$ cat src/rtl/imem_loader.sv
// Byte-stream loader: packs 4 LE bytes into a word written to imem at sequential addresses; 1 write cycle per 4 accepted bytes.
// Backpressure: byte_ready drops during the write cycle and outside a load; byte_valid gaps stall indefinitely.
module imem_loader #(
  parameter int DEPTH_WORDS = 256
) (
  input  logic        clk,
  input  logic        rst_n,
  input  logic        start,
  input  logic [15:0] len_words,
  input  logic        byte_valid,
  input  logic [7:0]  byte_data,
  output logic        byte_ready,
  output logic        we,
  output logic [31:0] waddr,
  output logic [31:0] wdata,
  output logic        busy,
  output logic        done,
  output logic        err
);

  typedef enum logic [1:0] {IDLE, LOAD, WRITE, DONE} state_t;

  localparam logic [16:0] DEPTH_L = 17'(DEPTH_WORDS);

  state_t      state;
  logic [15:0] len_q;
  logic [15:0] idx;
  logic [15:0] idx_inc;
  logic [1:0]  bcnt;
  logic [23:0] asm_q;
  logic        accept;

  assign idx_inc = idx + 16'd1;
  assign accept  = (state == LOAD) && byte_valid && byte_ready;

  always_ff @(posedge clk or negedge rst_n) begin
    if (!rst_n) begin
      state      <= IDLE;
      len_q      <= '0;
      idx        <= '0;
      bcnt       <= '0;
      asm_q      <= '0;
      byte_ready <= 1'b0;
      we         <= 1'b0;
      waddr      <= '0;
      wdata      <= '0;
      busy       <= 1'b0;
      done       <= 1'b0;
      err        <= 1'b0;
    end else begin
      we <= 1'b0;
      case (state)
        IDLE, DONE: begin
          if (start) begin
            len_q <= len_words;
            idx   <= '0;
            bcnt  <= '0;
            done  <= 1'b0;
            err   <= 1'b0;
            if ({1'b0, len_words} > DEPTH_L) begin
              state <= DONE;
              done  <= 1'b1;
              err   <= 1'b1;
            end else if (len_words == 16'd0) begin
              state <= DONE;
              done  <= 1'b1;
            end else begin
              state      <= LOAD;
              busy       <= 1'b1;
              byte_ready <= 1'b1;
            end
          end
        end
        LOAD: begin
          if (accept) begin
            bcnt <= bcnt + 2'd1;
            // the fourth byte goes straight into wdata, so no extra cycle is spent assembling
            if (bcnt == 2'd3) begin
              we         <= 1'b1;
              wdata      <= {byte_data, asm_q};
              waddr      <= {14'b0, idx, 2'b00};
              byte_ready <= 1'b0;
              state      <= WRITE;
            end else begin
              case (bcnt)
                2'd0:    asm_q[7:0]   <= byte_data;
                2'd1:    asm_q[15:8]  <= byte_data;
                default: asm_q[23:16] <= byte_data;
              endcase
            end
          end
        end
        WRITE: begin
          idx <= idx_inc;
          if (idx_inc == len_q) begin
            state <= DONE;
            busy  <= 1'b0;
            done  <= 1'b1;
          end else begin
            state      <= LOAD;
            byte_ready <= 1'b1;
          end
        end
        default: state <= IDLE;
      endcase
    end
  end

endmodule
$ cat config.mk
export PLATFORM = sky130hd
export DESIGN_NAME = imem_loader
export DESIGN_NICKNAME = d
export VERILOG_FILES = /design/src/rtl/imem_loader.sv
export SDC_FILE = /design/constraint.sdc
export NUM_CORES = 1
export LEC_CHECK = 0
export BUFFER_PORTS_ARGS = -buffer_cell sky130_fd_sc_hd__buf_2
export CAP_MARGIN = 20
export CORE_MARGIN = 2
export CORE_UTILIZATION = 50
export CTS_CLUSTER_SIZE = 40
export DETAILED_ROUTE_END_ITERATION = 10
export PLACE_DENSITY = 0.72
export SYNTH_ARGS = -nofsm -noshare
export SYNTH_HDL_FRONTEND = slang
export SYNTH_SLANG_ARGS = --single-unit
$ cat constraint.sdc
create_clock -name clk -period 2.49 [get_ports clk]
set_clock_uncertainty 0.2 [all_clocks]
set_input_delay 0.3735 -clock clk [delete_from_list [all_inputs] [get_ports clk]]
set_output_delay 0.3735 -clock clk [all_outputs]
set_load 0.05 [all_outputs]
==> flow_summary_export.csv <==
group,metric,value,unit
run,maxCapViolations,0,
global_routing,grt.total_usage,24.2,%
global_routing,antenna_found_initial,0,
final_layout,diodes,0,
final_layout,drive_above_1_share,41.1,%
place,routabilityCongestion,0.925,
timing,finalCritPeriodShare,97.1,%
timing,rsz0062_at_grt,"yes",
critical_path,end_kind,"flop",
yosys,syn_area,0.00540,sq mm
yosys,yosysTopAreaCellShare,52.4,%
detailed_routing,via_per_inst,5.51,
clock_tree,cts_tree,"done",
yosys,syn_area_per_cell,11.7,sq um
critical_path,rr_startpoint,"idx[1]",
timing,fin_ws,71.6,ps
critical_path,required,2740,ps
critical_path,ff2ff_path_depth,8,
yosys,synth_top_area_cell,"dfrtp_1",
global_routing,grt_pass1_wl,21500,microns
detailed_routing,drt_iter0_drc,239,
pwr,p_per_area,1120,mW/mm^2
floorplan,start_util,51.8,%
clock_tree,cts_sinks,113,
floorplan,io_pins,97,
detailed_routing,drc,0,
timing,max-slew-margin-rel,58.8,%
floorplan,coreArea,0.0104,sq mm
detailed_routing,dr.pass1.iters,5,
global_routing,grt_pass1_vias,4240,
place,port_buffers,80,
detailed_routing,wl_met2,6570,microns
critical_path,critPathLaunchType,"flop",
final_layout,nNetsFinal,632,
yosys,ys.flop_type,"dfrtp_1",
final_layout,area.growth.synth_to_final,30.2,%
pwr,swShare,35.7,%
hold_path,holdPathStages,4,
timing,fmax,413,MHz
clock_tree,cts_buffers,17,
pwr,p_leak,3.47,nW
hold_path,hold_path.class,"input pin to flop",
pwr,cellInternalPower,0.00504,W
detailed_routing,wl_met1,5540,microns
critical_path,regToRegEndpoint,"byte_ready",
detailed_routing,ant_nets,0,
place,pre_cts_slack,-35.3,ps
clock_tree,root_buffer,"clkbuf_8",
yosys,synth_cell_type_count,55,
timing,tightest_slew,617,ps
timing,slew_violations,0,
pwr,power.switching,0.00280,W
timing,period_needed,2420,ps
global_routing,grt_max_degree,42,
clock_tree,h-tree-depth,4,
detailed_routing,drt-total-wl,13100,microns
critical_path,r2r_slack,70,ps
yosys,synth-edff-count,0,
yosys,synth.yosys.seq_area_share,52.4,%
floorplan,die_w,108,microns
detailed_routing,dr_total_vias,4107,
yosys,syn_inst,461,
hold_path,min_to,"bcnt[0]",
floorplan,die_area,0.0116,sq mm
detailed_routing,maxUsedRoutingLayer,"met4",
yosys,async_flop_share,100,%
yosys,yosysWarnings,0,
detailed_routing,wl_met3,859,microns
detailed_routing,wl_per_cell,17.6,microns
timing,setup_viol,0,
timing,setup_tns,0,ps
clock_tree,clk_latency,530,ps
critical_path,arrival,2670,ps
pwr,power_frac_seq,34.5,%
outcome,status,"complete, no violations",
pwr,p_clk_share,32.2,%
yosys,ys_ff_latch,113,
clock_tree,cts.clk_slew.worst_paths,60,ps
timing,hold_violations,0,
yosys,ys_top_cells_by_area,"dfrtp_1, mux2_2, buf_4",
floorplan,die_h,108,microns
place,dp_hpwl,8660,microns
critical_path,cp_max_fo,4,
hold_path,hold_start,"start",
pwr,vdd_drop_max,833,uV
floorplan,core.rowCount,37,
critical_path,crit_type,"flop to flop",
global_routing,grt_overflow,0,
pwr,power_frac_comb,33.3,%
clock_tree,clockBufferDepth,2,
cell usage after synthesis, types with 4 or more instances:
| cell type | n |
|---|---|
| a21oi_1 | 9 |
| buf_2 | 4 |
| buf_4 | 18 |
| clkbuf_1 | 14 |
| dfrtp_1 | 113 |
| ha_1 | 8 |
| inv_1 | 12 |
| mux2_2 | 85 |
| nand2_1 | 33 |
| nand2b_1 | 7 |
| nand3_1 | 9 |
| nand4_1 | 7 |
| nor2_1 | 23 |
| nor3_1 | 6 |
| nor4_1 | 5 |
| o21ai_0 | 27 |
| o31ai_1 | 4 |
| o41ai_1 | 4 |
| xnor2_1 | 9 |
| xor2_1 | 7 |
worst max-delay path: stages (launching register included):
cell      delay (ps)
dfrtp_1          390
ha_2             210
and4_4           240
a21boi_2          60
or4b_1           460
a311oi_1         240
nand4_1          230
nor3b_2          230
o21ai_2           90
routing by layer:
layer	vias to the layer above	GRT usage, %
met4	0	9.16
met2	144	39.7
met1	2057	30.3
met5	-	0
met3	14	7.02
li1	1892	-
placed cells by master, fill, tap and decap left out, types with 4 or more instances in the layout:
cell type	netlist	final
buf_4	18	32
inv_1	12	12
nor2_1	23	23
nand2_1	33	33
bufinv_16	0	4
mux2_2	85	85
buf_12	0	5
nand4_1	7	7
clkbuf_16	0	16
nand3_1	9	8
nor4_1	5	4
dlygate4sd3_1	0	25
dfrtp_2	0	4
xnor2_1	9	9
ha_1	8	7
nor3_1	6	5
xor2_1	7	7
conb_1	1	16
a21oi_1	9	9
dfrtp_1	113	109
o21ai_0	27	27
nand2b_1	7	7
o41ai_1	4	4
buf_2	4	79
stage by stage:
| step | hold slack, ps | total power (W) | instances | cell area [sq um] | utilization [%] |
|---|---|---|---|---|---|
| 2_1_floorplan | -122 | 0.00454 | 476 | 5450 | - |
| 5_1_grt | 109 | 0.00824 | 745 | 7030 | 67.5 |
| 6_report | 106 | 0.00784 | 745 | 7030 | 67.5 |
| 3_3_place_gp | 163 | 0.00512 | 686 | 6110 | 58.6 |
| 3_5_place_dp | 169 | 0.00522 | 686 | 6110 | 58.6 |
| 4_1_cts | 72.4 | 0.00783 | 744 | 6980 | 67.0 |
worst max path at each step:
stage	start	endpoint	slack, ps
2_1_floorplan	idx[0]	byte_ready	70
3_3_place_gp	idx[0]	byte_ready	30
3_5_place_dp	idx[0]	byte_ready	-40
4_1_cts	idx[1]	byte_ready	10
5_1_grt	idx[1]	byte_ready	-60
6_report	idx[1]	byte_ready	70
sequential cells by signal, indices dropped and copies added (netlist names):
| signal | cells |
|---|---|
| state | 2 |
| idx | 16 |
| done | 1 |
| wdata | 32 |
| we | 1 |
| busy | 1 |
| bcnt | 2 |
| asm_q | 24 |
| byte_ready | 1 |
| err | 1 |
| waddr | 16 |
| len_q | 16 |
power by group through the flow:
stage | Clock, W | Sequential, W | Combinational (W)
2_1_floorplan | 0 | 0.00319 | 0.00136
3_3_place_gp | 0 | 0.00269 | 0.00243
3_5_place_dp | 0 | 0.00273 | 0.00249
4_1_cts | 0.00256 | 0.00270 | 0.00256
5_1_grt | 0.00266 | 0.00278 | 0.00280
6_report | 0.00253 | 0.00271 | 0.00261
cell type report:
cell class | count | area (sq um)
clock buffer | 19 | 432
clock inverter | 13 | 184
fill | 776 | 3390
inverter | 12 | 45.0
multi-input combinational | 311 | 2380
sequential | 113 | 2830
tap | 136 | 170
timing repair buffer | 141 | 986
logic make-up after synthesis:
family / count (synthesis) / synth area share (%)
adders and majority gates: 8 / 1.85
xor gates and xnor gates: 16 / 2.60
buffers and inverters: 52 / 5.33
other: 1 / 0.0695
and+or+nand+nor: 112 / 11.1
DFF: 113 / 52.4
muxes: 85 / 17.7
AOI/OAI and AO/OA: 74 / 8.90
what timing repair did:
| action | in CTS | in global routing |
|---|---|---|
| cloned | 0 | 0 |
| hold buffers | 25 | 0 |
| gates resized for setup | 1 | 11 |
| setup endpoints to repair | 3 | 4 |
| hold endpoints to repair | 81 | 0 |
| setup buffers | 1 | 1 |
| pin swaps | 1 | 3 |
Power figures use the tool's default switching activity.
